[src/rtl/int_arbiter.sv]
// Prioritised interrupt controller: per-source edge capture into a pending register,
// software mask, fixed-priority select and a REQ/ack/eret handshake to the CPU.

module int_src_cap (
  input  logic clk,
  input  logic RSTN,
  input  logic src,
  input  logic clr,
  output logic pend
);
  logic irq_q;

  // New edge wins over a same-cycle clear.
  always_ff @(posedge clk or negedge RSTN) begin
    if (!RSTN) begin
      irq_q <= 1'b0;
      pend  <= 1'b0;
    end else begin
      irq_q <= src;
      pend  <= (pend & ~clr) | (src & ~irq_q);
    end
  end
endmodule

module int_arbiter #(
  parameter int N_SRC = 4,
  parameter int ID_W  = 3
) (
  input  logic             clk,
  input  logic             RSTN,
  input  logic [N_SRC-1:0] irq_src,
  input  logic             we,
  input  logic [1:0]       addr,
  input  logic [31:0]      wdata,
  output logic [31:0]      rdata,
  output logic             INT,
  output logic [ID_W-1:0]  int_id,
  input  logic             int_ack,
  input  logic             eret,
  output logic             in_service
);
  typedef enum logic [1:0] {
    IDLE    = 2'd0,
    REQ     = 2'd1,
    SERVICE = 2'd2
  } state_t;

  state_t           state, state_d;
  logic [N_SRC-1:0] mask, pending, act, clr, ack_clr;
  logic [ID_W-1:0]  sel, cur_id, cur_id_d, int_id_d;
  logic             act_any, int_d, svc_d, ack_fire;
  logic             unused_wdata;

  assign unused_wdata = ^wdata[31:N_SRC];

  genvar g;
  generate
    for (g = 0; g < N_SRC; g++) begin : g_src
      int_src_cap u_cap (
        .clk  (clk),
        .RSTN (RSTN),
        .src  (irq_src[g]),
        .clr  (clr[g]),
        .pend (pending[g])
      );
    end
  endgenerate

  assign act     = pending & mask;
  assign act_any = |act;

  // Scan high to low so the lowest active index ends up selected.
  always_comb begin
    sel = '0;
    for (int i = N_SRC - 1; i >= 0; i--)
      if (act[i]) sel = ID_W'(i);
  end

  always_comb begin
    ack_clr = '0;
    for (int i = 0; i < N_SRC; i++)
      ack_clr[i] = ack_fire && (int_id == ID_W'(i));
  end

  assign clr = ack_clr | ((we && addr == 2'd1) ? wdata[N_SRC-1:0] : '0);

  always_comb begin
    state_d  = state;
    int_d    = INT;
    int_id_d = int_id;
    cur_id_d = cur_id;
    svc_d    = in_service;
    ack_fire = 1'b0;
    case (state)
      IDLE: if (act_any) begin
        state_d  = REQ;
        int_d    = 1'b1;
        int_id_d = sel;
      end
      REQ: begin
        if (!act_any) begin
          state_d = IDLE;
          int_d   = 1'b0;
        end else if (int_ack) begin
          state_d  = SERVICE;
          int_d    = 1'b0;
          svc_d    = 1'b1;
          cur_id_d = int_id;
          ack_fire = 1'b1;
        end else begin
          int_id_d = sel;
        end
      end
      SERVICE: if (eret) begin
        state_d = IDLE;
        svc_d   = 1'b0;
      end
      default: begin
        state_d = IDLE;
        int_d   = 1'b0;
        svc_d   = 1'b0;
      end
    endcase
  end

  always_ff @(posedge clk or negedge RSTN) begin
    if (!RSTN) begin
      state      <= IDLE;
      INT        <= 1'b0;
      int_id     <= '0;
      cur_id     <= '0;
      in_service <= 1'b0;
      mask       <= '0;
    end else begin
      state      <= state_d;
      INT        <= int_d;
      int_id     <= int_id_d;
      cur_id     <= cur_id_d;
      in_service <= svc_d;
      if (we && addr == 2'd0) mask <= wdata[N_SRC-1:0];
    end
  end

  always_comb begin
    rdata = '0;
    case (addr)
      2'd0: rdata = 32'(mask);
      2'd1: rdata = 32'(pending);
      2'd2: rdata = {27'b0, state, in_service, INT, 1'b0};
      2'd3: rdata = 32'(cur_id);
      default: rdata = '0;
    endcase
  end
endmodule

[config.mk]
export PLATFORM = sky130hd
export DESIGN_NAME = int_arbiter
export DESIGN_NICKNAME = d
export VERILOG_FILES = /design/src/rtl/int_arbiter.sv
export SDC_FILE = /design/constraint.sdc
export NUM_CORES = 1
export LEC_CHECK = 0
export CAP_MARGIN = 25
export CORE_MARGIN = 2
export CORE_UTILIZATION = 39
export CTS_CLUSTER_SIZE = 25
export DETAILED_ROUTE_END_ITERATION = 10
export DONT_BUFFER_PORTS = 1
export GPL_TIMING_DRIVEN = 1
export SYNTH_ARGS = -nofsm -noshare
export SYNTH_HDL_FRONTEND = slang
export SYNTH_SLANG_ARGS = --single-unit
[constraint.sdc]
create_clock -name clk -period 2.9 [get_ports clk]
set_clock_uncertainty 0.15 [all_clocks]
set_input_delay 0.29 -clock clk [delete_from_list [all_inputs] [get_ports clk]]
set_output_delay 0.29 -clock clk [all_outputs]
set_load 0.005 [all_outputs]
==> reports/results.ini <==
[status]
outcome = finished with violations
violations = DRC

[die]
die_w_microns = 58.8
rows = 19
num_io_pins = 80
start_util_pct = 41.7
coreArea_sq_um = 2810
fp.dieH_microns = 58.8
dieArea_sq_um = 3450

[clock_tree]
cts_num_sinks = 20
cts_buffer_depth = 2
cts_root_buffer = clkbuf_4
cts_tree = done
postCtsSetupRepairBufs = 0
h-tree-depth = 1
clock_latency_ns = 0.29
clk_pin_slew_ns = 0.11
ctsHoldBuffers = 9
cts_resized = 0
numCtsBuffers = 3

[sta]
fin_crit_sh_pct = 57.3
rsz0062_at_grt = false
tightest_slew_ns = 0.913
slew-limit-headroom_pct = 38.9
max_freq_mhz = 601
fin_tns_setup_ns = 0
hold_violations = 0
setup_viol = 0
setup_ws_ns = 1.24
min_period_ns = 1.66
slew_violations = 0

[pwr]
power_frac_comb_pct = 30.6
power_density_nw_per_um2 = 749
netSwitchingFraction_pct = 34.4
clockPowerShare_pct = 17.1
p_leak_uw = 0.000598
finalPower_uw = 915
seqPwrFrac_pct = 52.3
vdd_ir_drop_max_uv = 301
power.switching_uw = 315
internal_power_uw = 600

[layout]
nets = 166
diodes = 0
fillers = 280
multi_input_area_sq_um = 518
area_growth_pct = 4.38
drive_gt1_share_pct = 17.2
regArea_sq_um = 500
stdcell_count = 153
fin_util_pct = 43.5

[flow_run]
cap_violations = 0

[yosys]
synth.largest_area_cell = dfrtp_1
yosysSeqAreaShare_pct = 42.8
synth_top_area_share_pct = 42.8
syn-cell-area_sq_um = 1170
synth_area_leaders = dfrtp_1 43%, buf_4 18%, mux2_2 4.8%
syn_avg_cell_area_sq_um = 10.5
ys_ff_latch = 20
yosysWarnings = 0
yosysUniqueCellTypes = 30
synthCells = 111

[worst_setup_path]
worst-endpoint-arrival_ns = 1.22
critPathLaunchType = flip-flop
cp.buffers_inverters = 0
worstSetupPathType = reg2out
crit_path_end_kind = output pin
worstPathMaxFanout = 3
crit_path_max_incr_delay_ns = 0.50
cpLargestDelayFamily = multiplexers
required_ns = 2.46
path_cells = mux4_2
r2r_setup_slack_ns = 1.25
slowest_stage = mux4_2

[detailed_routing]
viasPerCell = 4.92
antenna_left = 0
finalWirelength_mm = 2.20
drt_pass1_iterations = 7
wire_per_inst_microns = 14.4
first_iter_violations = 24
vias = 753
drc = 7

[place]
hpwl_mm = 1.65
gp_congestion = 0.833
dp_slack_ns = 1.27
port_buffers = 0
placedCellCount = 140

[grt]
grt_pass1_vias = 783
grtUsageTotal_pct = 14.0
grt_pass1_wl_mm = 3.56
overflow = 0
grt_max_degree = 21
antenna_found_initial = 0

[worst_hold_path]
hold_class = in2reg

==> cell families (layout without fill, tap and decap cells) <==
kind of cell           after synthesis  count (layout)  share of synthesized area, %
DFF                                 20              20                          42.8
muxes                               11              11                          11.9
AOI/OAI and AO/OA                   24              24                          15.0
buffers and inverters               39              23                          21.6
and+or+nand+nor                     16              16                          8.45
other                                1              28                         0.321
==> Yosys cell counts <==
| cell | instances |
|---|---|
| a22o_1 | 1 |
| mux2_2 | 5 |
| mux4_2 | 1 |
| nor3b_1 | 1 |
| o22ai_2 | 3 |
| mux2_4 | 2 |
| nor3b_2 | 1 |
| o2bb2ai_1 | 1 |
| nand3b_1 | 1 |
| nand3_1 | 1 |
| buf_4 | 28 |
| and2_1 | 1 |
| nor2_1 | 3 |
| o2111a_2 | 1 |
| nor2b_1 | 2 |
| a22o_2 | 1 |
| o22ai_1 | 1 |
| dfrtp_1 | 20 |
| a32oi_1 | 1 |
| mux2i_1 | 3 |
| and3b_2 | 1 |
| a21oi_1 | 4 |
| inv_1 | 10 |
| o21ai_0 | 9 |
| a21o_2 | 2 |
| buf_2 | 1 |
| and3b_1 | 1 |
| conb_1 | 1 |
| nand2_1 | 3 |
| and3_1 | 1 |
==> placed cells by master (no fill, tap or decap), types with 2 or more instances in the layout <==
cell and n:
conb_1 28, dfrtp_1 20, inv_1 10, o21ai_0 9, dlygate4sd3_1 9, mux2_2 5, a21oi_1 4, mux2i_1 3
nand2_1 3, o22ai_2 3, nor2_1 3, clkbuf_4 3, nor2b_1 2, mux2_4 2, a21o_2 2
==> area by class of cell <==
cell class / instances / share of cell area [%]
inverters: 10 / 3.07
clock buffers: 4 / 2.97
flip-flops and latches: 20 / 41.0
well taps: 31 / 3.18
multi-input cells: 79 / 42.4
repair buffers: 9 / 7.38
==> path summary, 6_finish.rpt <==
check	startpoint	endpoint	depth (start not counted)
min in group asynchronous	RSTN	cur_id[0]$_DFFE_PN0P_	1
setup / recovery	INT$_DFFE_PN0P_	rdata[1]	1
max in group asynchronous	RSTN	g_src[2].u_cap.pend$_DFF_PN0_	1
hold reg to reg	g_src[0].u_cap.irq_q$_DFF_PN0_	g_src[0].u_cap.pend$_DFF_PN0_	1
setup reg to reg	g_src[0].u_cap.pend$_DFF_PN0_	cur_id[0]$_DFFE_PN0P_	3
hold / removal	int_ack	INT$_DFFE_PN0P_	2
==> per-stage QoR <==
stage,hold slack (ns),instance area (sq um)
final,0.0465,1220
after CTS,0.0290,1220
after global routing,0.0282,1220
after detailed placement,-0.155,1090
after global placement,-0.155,1090
after floorplan,-0.156,1270
==> sequential cells by signal, indices dropped and copies added (netlist names) <==
register / cells
int_id: 2
INT: 1
mask: 4
in_service: 1
cur_id: 2
g_src.u_cap.pend: 4
state: 2
g_src.u_cap.irq_q: 4
==> power groups by stage <==
stage / sequential, uW / combinational (uW) / clock (uW)
after floorplan: 444 / 259 / 0
after global routing: 496 / 312 / 184
after global placement: 480 / 254 / 0
after CTS: 480 / 283 / 167
final: 479 / 280 / 157
after detailed placement: 486 / 264 / 0
==> routing by layer <==
layer	track usage, %	share of wire, %
met2	21.7	47
met3	3.96	8.8
met4	5.84	0.45
met5	0	0
met1	18.3	44
==> worst register-to-register path, stage by stage, from the launching register on <==
cell,delay (ns)
dfrtp_1,0.43
a22o_2,0.30
o2111a_2,0.35
mux2_4,0.32
No activity file was read; power rests on OpenSTA's default activity.
